**config.mk**
```make
export PLATFORM = sky130hd
export DESIGN_NAME = song_sequencer
export DESIGN_NICKNAME = d
export VERILOG_FILES = /design/src/rtl/song_sequencer.sv
export SDC_FILE = /design/constraint.sdc
export NUM_CORES = 1
export LEC_CHECK = 0
export CAP_MARGIN = 20
export CORE_MARGIN = 2
export CORE_UTILIZATION = 44
export CTS_CLUSTER_DIAMETER = 200
export DETAILED_ROUTE_END_ITERATION = 16
export HOLD_SLACK_MARGIN = 0.02
export PLACE_DENSITY = 0.84
export SETUP_SLACK_MARGIN = 0.1
export SYNTH_ARGS = -nofsm -noshare
export SYNTH_HDL_FRONTEND = slang
export SYNTH_SLANG_ARGS = --single-unit
```
**constraint.sdc**
```tcl
create_clock -name clk -period 2.1 [get_ports clk]
set_input_delay 0.63 -clock clk [delete_from_list [all_inputs] [get_ports clk]]
set_output_delay 0.63 -clock clk [all_outputs]
set_load 0.005 [all_outputs]
```
**src/rtl/song_sequencer.sv**
```systemverilog
// Song sequencer: walks one song in the synchronous song ROM and hands each
// non-sentinel word to the note arranger over a load/done handshake.
module song_sequencer #(
  parameter int unsigned SONG_BITS = 2,
  parameter int unsigned IDX_BITS  = 5,
  parameter int unsigned TIMEOUT   = 1023
) (
  input  logic                          clk,
  input  logic                          reset,
  input  logic                          play,
  input  logic [SONG_BITS-1:0]          song,
  output logic [SONG_BITS+IDX_BITS-1:0] rom_addr,
  input  logic [15:0]                   rom_data,
  output logic [15:0]                   note_to_load,
  output logic                          load_new_note,
  input  logic                          note_done,
  output logic                          song_playing,
  output logic                          song_done,
  output logic                          error
);

  localparam int unsigned CNT_W = (TIMEOUT < 2) ? 1 : $clog2(TIMEOUT + 1);

  typedef enum logic [2:0] {
    S_IDLE,
    S_FETCH,
    S_PRESENT,
    S_ISSUE,
    S_WAIT,
    S_HOLD,
    S_DONE
  } state_e;

  state_e               state_q;
  logic [SONG_BITS-1:0] song_q;
  logic [IDX_BITS-1:0]  idx_q;
  logic [IDX_BITS-1:0]  idx_d;
  logic [CNT_W-1:0]     cnt_q;
  logic [CNT_W-1:0]     cnt_d;
  logic [15:0]          note_q;
  logic                 load_q;
  logic                 playing_q;
  logic                 done_q;
  logic                 error_q;
  logic                 idx_last;
  logic                 timeout_hit;

  assign idx_d       = idx_q + IDX_BITS'(1);
  assign cnt_d       = cnt_q + CNT_W'(1);
  assign idx_last    = &idx_q;
  assign timeout_hit = (cnt_d == CNT_W'(TIMEOUT));

  // Sequencer FSM with registered handshake and status outputs
  always_ff @(posedge clk) begin
    if (reset) begin
      state_q   <= S_IDLE;
      song_q    <= '0;
      idx_q     <= '0;
      cnt_q     <= '0;
      note_q    <= '0;
      load_q    <= 1'b0;
      playing_q <= 1'b0;
      done_q    <= 1'b0;
      error_q   <= 1'b0;
    end else begin
      load_q <= 1'b0;
      done_q <= 1'b0;
      case (state_q)
        S_IDLE: begin
          if (play) begin
            song_q    <= song;
            idx_q     <= '0;
            playing_q <= 1'b1;
            state_q   <= S_FETCH;
          end
        end
        S_FETCH: begin
          state_q <= S_PRESENT;
        end
        S_PRESENT: begin
          // An all-zero word marks the end of the song
          if (rom_data == 16'h0000) begin
            playing_q <= 1'b0;
            done_q    <= 1'b1;
            state_q   <= S_DONE;
          end else begin
            note_q  <= rom_data;
            load_q  <= 1'b1;
            state_q <= S_ISSUE;
          end
        end
        S_ISSUE: begin
          cnt_q   <= '0;
          state_q <= S_WAIT;
        end
        S_WAIT: begin
          if (note_done) begin
            if (idx_last) begin
              playing_q <= 1'b0;
              done_q    <= 1'b1;
              state_q   <= S_DONE;
            end else begin
              idx_q   <= idx_d;
              state_q <= play ? S_FETCH : S_HOLD;
            end
          end else if (timeout_hit) begin
            error_q   <= 1'b1;
            playing_q <= 1'b0;
            done_q    <= 1'b1;
            state_q   <= S_DONE;
          end else begin
            cnt_q <= cnt_d;
          end
        end
        S_HOLD: begin
          if (play) begin
            state_q <= S_FETCH;
          end
        end
        S_DONE: begin
          // Requiring play to drop here prevents an automatic restart
          if (!play) begin
            error_q <= 1'b0;
            state_q <= S_IDLE;
          end
        end
        default: begin
          playing_q <= 1'b0;
          state_q   <= S_IDLE;
        end
      endcase
    end
  end

  assign rom_addr      = {song_q, idx_q};
  assign note_to_load  = note_q;
  assign load_new_note = load_q;
  assign song_playing  = playing_q;
  assign song_done     = done_q;
  assign error         = error_q;

endmodule
```
==> impl_metrics.toml <==
[floorplan]
dieArea_um2 = 4990
rows = 24
die_w_um = 70.6
ios = 49
start_util_pct = 45.1
die_h_um = 70.6
core_um2 = 4320

[power]
vdd_drop_max_v = 0.000539
powerDensity_nw_per_um2 = 923
p_leak_uw = 0.00123

[cells_and_area]
final_cell_mix = "clkdlybuf4s50_1, dfxtp_1, nor2_1"
fin_cells = 346
fin_nets = 319
layout_commonest_cell = "clkdlybuf4s50_1"
syn_to_final_growth_pct = 48.0
drive_above_1_share_pct = 20.4
fin_util_pct = 66.8
antenna_cells = 0

[yosys]
synth_cell_types = 48
synthCells = 229
syn_avg_cell_area_um2 = 8.52
yosys_register_bits = 40
yosysSeqAreaShare_pct = 41.0
netlist_area_um2 = 1950
syn_nets = 255
synth_warnings = 0
synth-async-reset-ratio_pct = 0
synth-main-ff-cell = "dfxtp_1"
synth_edf_count = 0

[global_route]
grt-ovfl-total = 0
antenna_found_initial = 0
grt_usage_pct = 20.6
grt_pass1_vias = 1844
grt_max_degree = 45
grt_first_pass_wirelength_um = 8270

[sta]
maxSlewViolCount = 0
worst_slew_pin_slew_ps = 416
holdWs_ps = 492
fmax_ghz = 0.507
clock_skew_ps = 8.25
finalHoldViolCount = 0
setup_violations = 0
slew_headroom_pct = 72.2
min_period_over_period_pct = 93.9
fin_crit_ps = 1970
rsz0062_at_grt = "yes"

[place]
place.gp.congestion = 0.810
io_buffers = 48
hpwl_um = 3600
dp.cells = 337

[outcome]
status = "finished clean"

[worst_hold_path]
hold_end = "idx_q[4]"
min_path_type = "reg -> reg"
hold_depth = 2
worstHoldStart = "idx_q[4]"

[routing]
final_antenna_net_count = 0
vias = 1970
drcViolationCount = 0
first_pass_iters = 4
routed_wl_um = 5410
drtIter0Drc = 63
wl_per_cell_um = 15.6
vias_per_cell = 5.69

[critical_path]
r2r_cells = 5
r2r_end = "cnt_q[1]"
crit_arrival_ps = 2170
slowest_stage = "clkdlybuf4s50_1"
critPathKind = "in -> reg"
slowest_delay_ps = 440
timing.rr.start = "state_q[1]"
startpoint_type = "input pin"
cp_max_fo = 7
cp-end-kind = "flop"
critPathRequiredTime_ps = 2300
reg2reg_slack_ps = 160
crit_chain = "clkdlybuf4s50_1 > nor4_2 > nand4_1 > nand2_2 > buf_12 > mux2i_2 > nor2_1"

[clock_network]
cts_setup_buffers = 0
cts.path.max_buffers = 2
cts_buffers = 5
clk_latency_ps = 310
clock_sink_count = 40
cts_tree = "done"
cts-hold-fix-buffers = 0
path_clk_slew_ps = 80
htreeDepth = 2
clock-root-buffer = "clkbuf_8"

[flow_run]
maxCapViolations = 0
[repair_timing]
item / CTS / global route
pin swaps: 0 / 7
setup endpoints to repair: 18 / 34
cloned: 0 / 1
resized for setup: 2 / 36
[cell type report]
cell class	count	area [µm²]
clock buffer	5	68.8
clock inverter	3	46.3
fill	338	1440
inverter	5	18.8
multi-input combinational	171	1160
sequential	40	808
tap	52	65.1
timing repair buffer	70	719
[worst max-delay path, delay by kind of cell]
kind | cells | cell delay [ps]
and+or+nand+nor | 4 | 720
muxes | 1 | 220
buffers and inverters | 2 | 600
[power by group]
group | internal [µW] | switching (µW) | total, µW
clock | 358 | 306 | 664
sequential | 859 | 117 | 976
combinational | 546 | 481 | 1030
total | 1760 | 904 | 2670
[synthesized netlist by cell type (2+ instances only)]
cell / n / area [µm²]
a211oi_1: 4 / 30.0
a21oi_1: 11 / 55.1
a311oi_1: 2 / 17.5
a31oi_1: 2 / 12.5
and3_1: 3 / 18.8
buf_2: 4 / 20.0
clkbuf_1: 7 / 26.3
dfxtp_1: 40 / 801
ha_1: 4 / 50.1
inv_1: 5 / 18.8
mux2i_1: 18 / 180
nand2_1: 21 / 78.8
nand2b_1: 3 / 18.8
nand3_1: 8 / 40.0
nand4_1: 2 / 12.5
nand4b_1: 2 / 17.5
nor2_1: 32 / 120
nor2b_1: 3 / 18.8
nor3_1: 5 / 25.0
nor4_1: 5 / 31.3
o21a_1: 2 / 15.0
o21ai_0: 10 / 50.1
o21ai_1: 3 / 15.0
o22ai_1: 2 / 12.5
o31ai_1: 3 / 22.5
o41ai_1: 3 / 26.3
xor2_1: 4 / 35.0
[routing by layer]
metal	wire, µm	vias to the layer above	GRT usage, %
met5	0	-	0
met1	2030	933	22.9
li1	-	952	-
met3	488	14	9.54
met2	2760	71	34.9
met4	135	0	7.13
[flip-flops by register name, indices dropped and copies added, names as in the netlist]
signal / flops
idx_q: 5
song_done: 1
state_q: 3
error: 1
load_new_note: 1
song_playing: 1
note_to_load: 16
cnt_q: 10
song_q: 2
[through the flow]
| stage | setup TNS (ps) | area (µm²) | worst slack, ps | power [µW] |
|---|---|---|---|---|
| 2_1_floorplan | 0 | 1950 | 204 | 1490 |
| 3_5_place_dp | -3940 | 2620 | -230 | 1910 |
| 4_1_cts | 0 | 2750 | 91.9 | 2580 |
| 5_1_grt | 0 | 2890 | 52.3 | 2800 |
| 3_3_place_gp | -2660 | 2620 | -167 | 1870 |
| 6_report | 0 | 2890 | 129 | 2670 |
[kinds of logic (layout without fill, tap and decap cells)]
| group | Yosys count | in the layout | synth area share (%) |
|---|---|---|---|
| and+or+nand+nor | 93 | 93 | 23.8 |
| AOI/OAI and AO/OA | 51 | 51 | 17.1 |
| DFF | 40 | 40 | 41.0 |
| muxes | 18 | 18 | 9.23 |
| buffers and inverters | 18 | 83 | 4.10 |
| xor gates and xnor gates | 5 | 5 | 2.24 |
| adders and majority gates | 4 | 4 | 2.56 |
[worst max path at each step]
stage	startpoint	end	slack [ps]	cells after the start
finish	rom_data[9]	note_to_load[14]	130	7
global route	cnt_q[1]	cnt_q[8]	50	7
CTS	rom_data[0]	note_to_load[3]	90	8
detailed placement	rom_data[10]	note_to_load[3]	-230	7
global placement	rom_data[10]	state_q[2]	-170	5
floorplan	rom_data[10]	note_to_load[10]	200	6
Power figures use the tool's default switching activity.
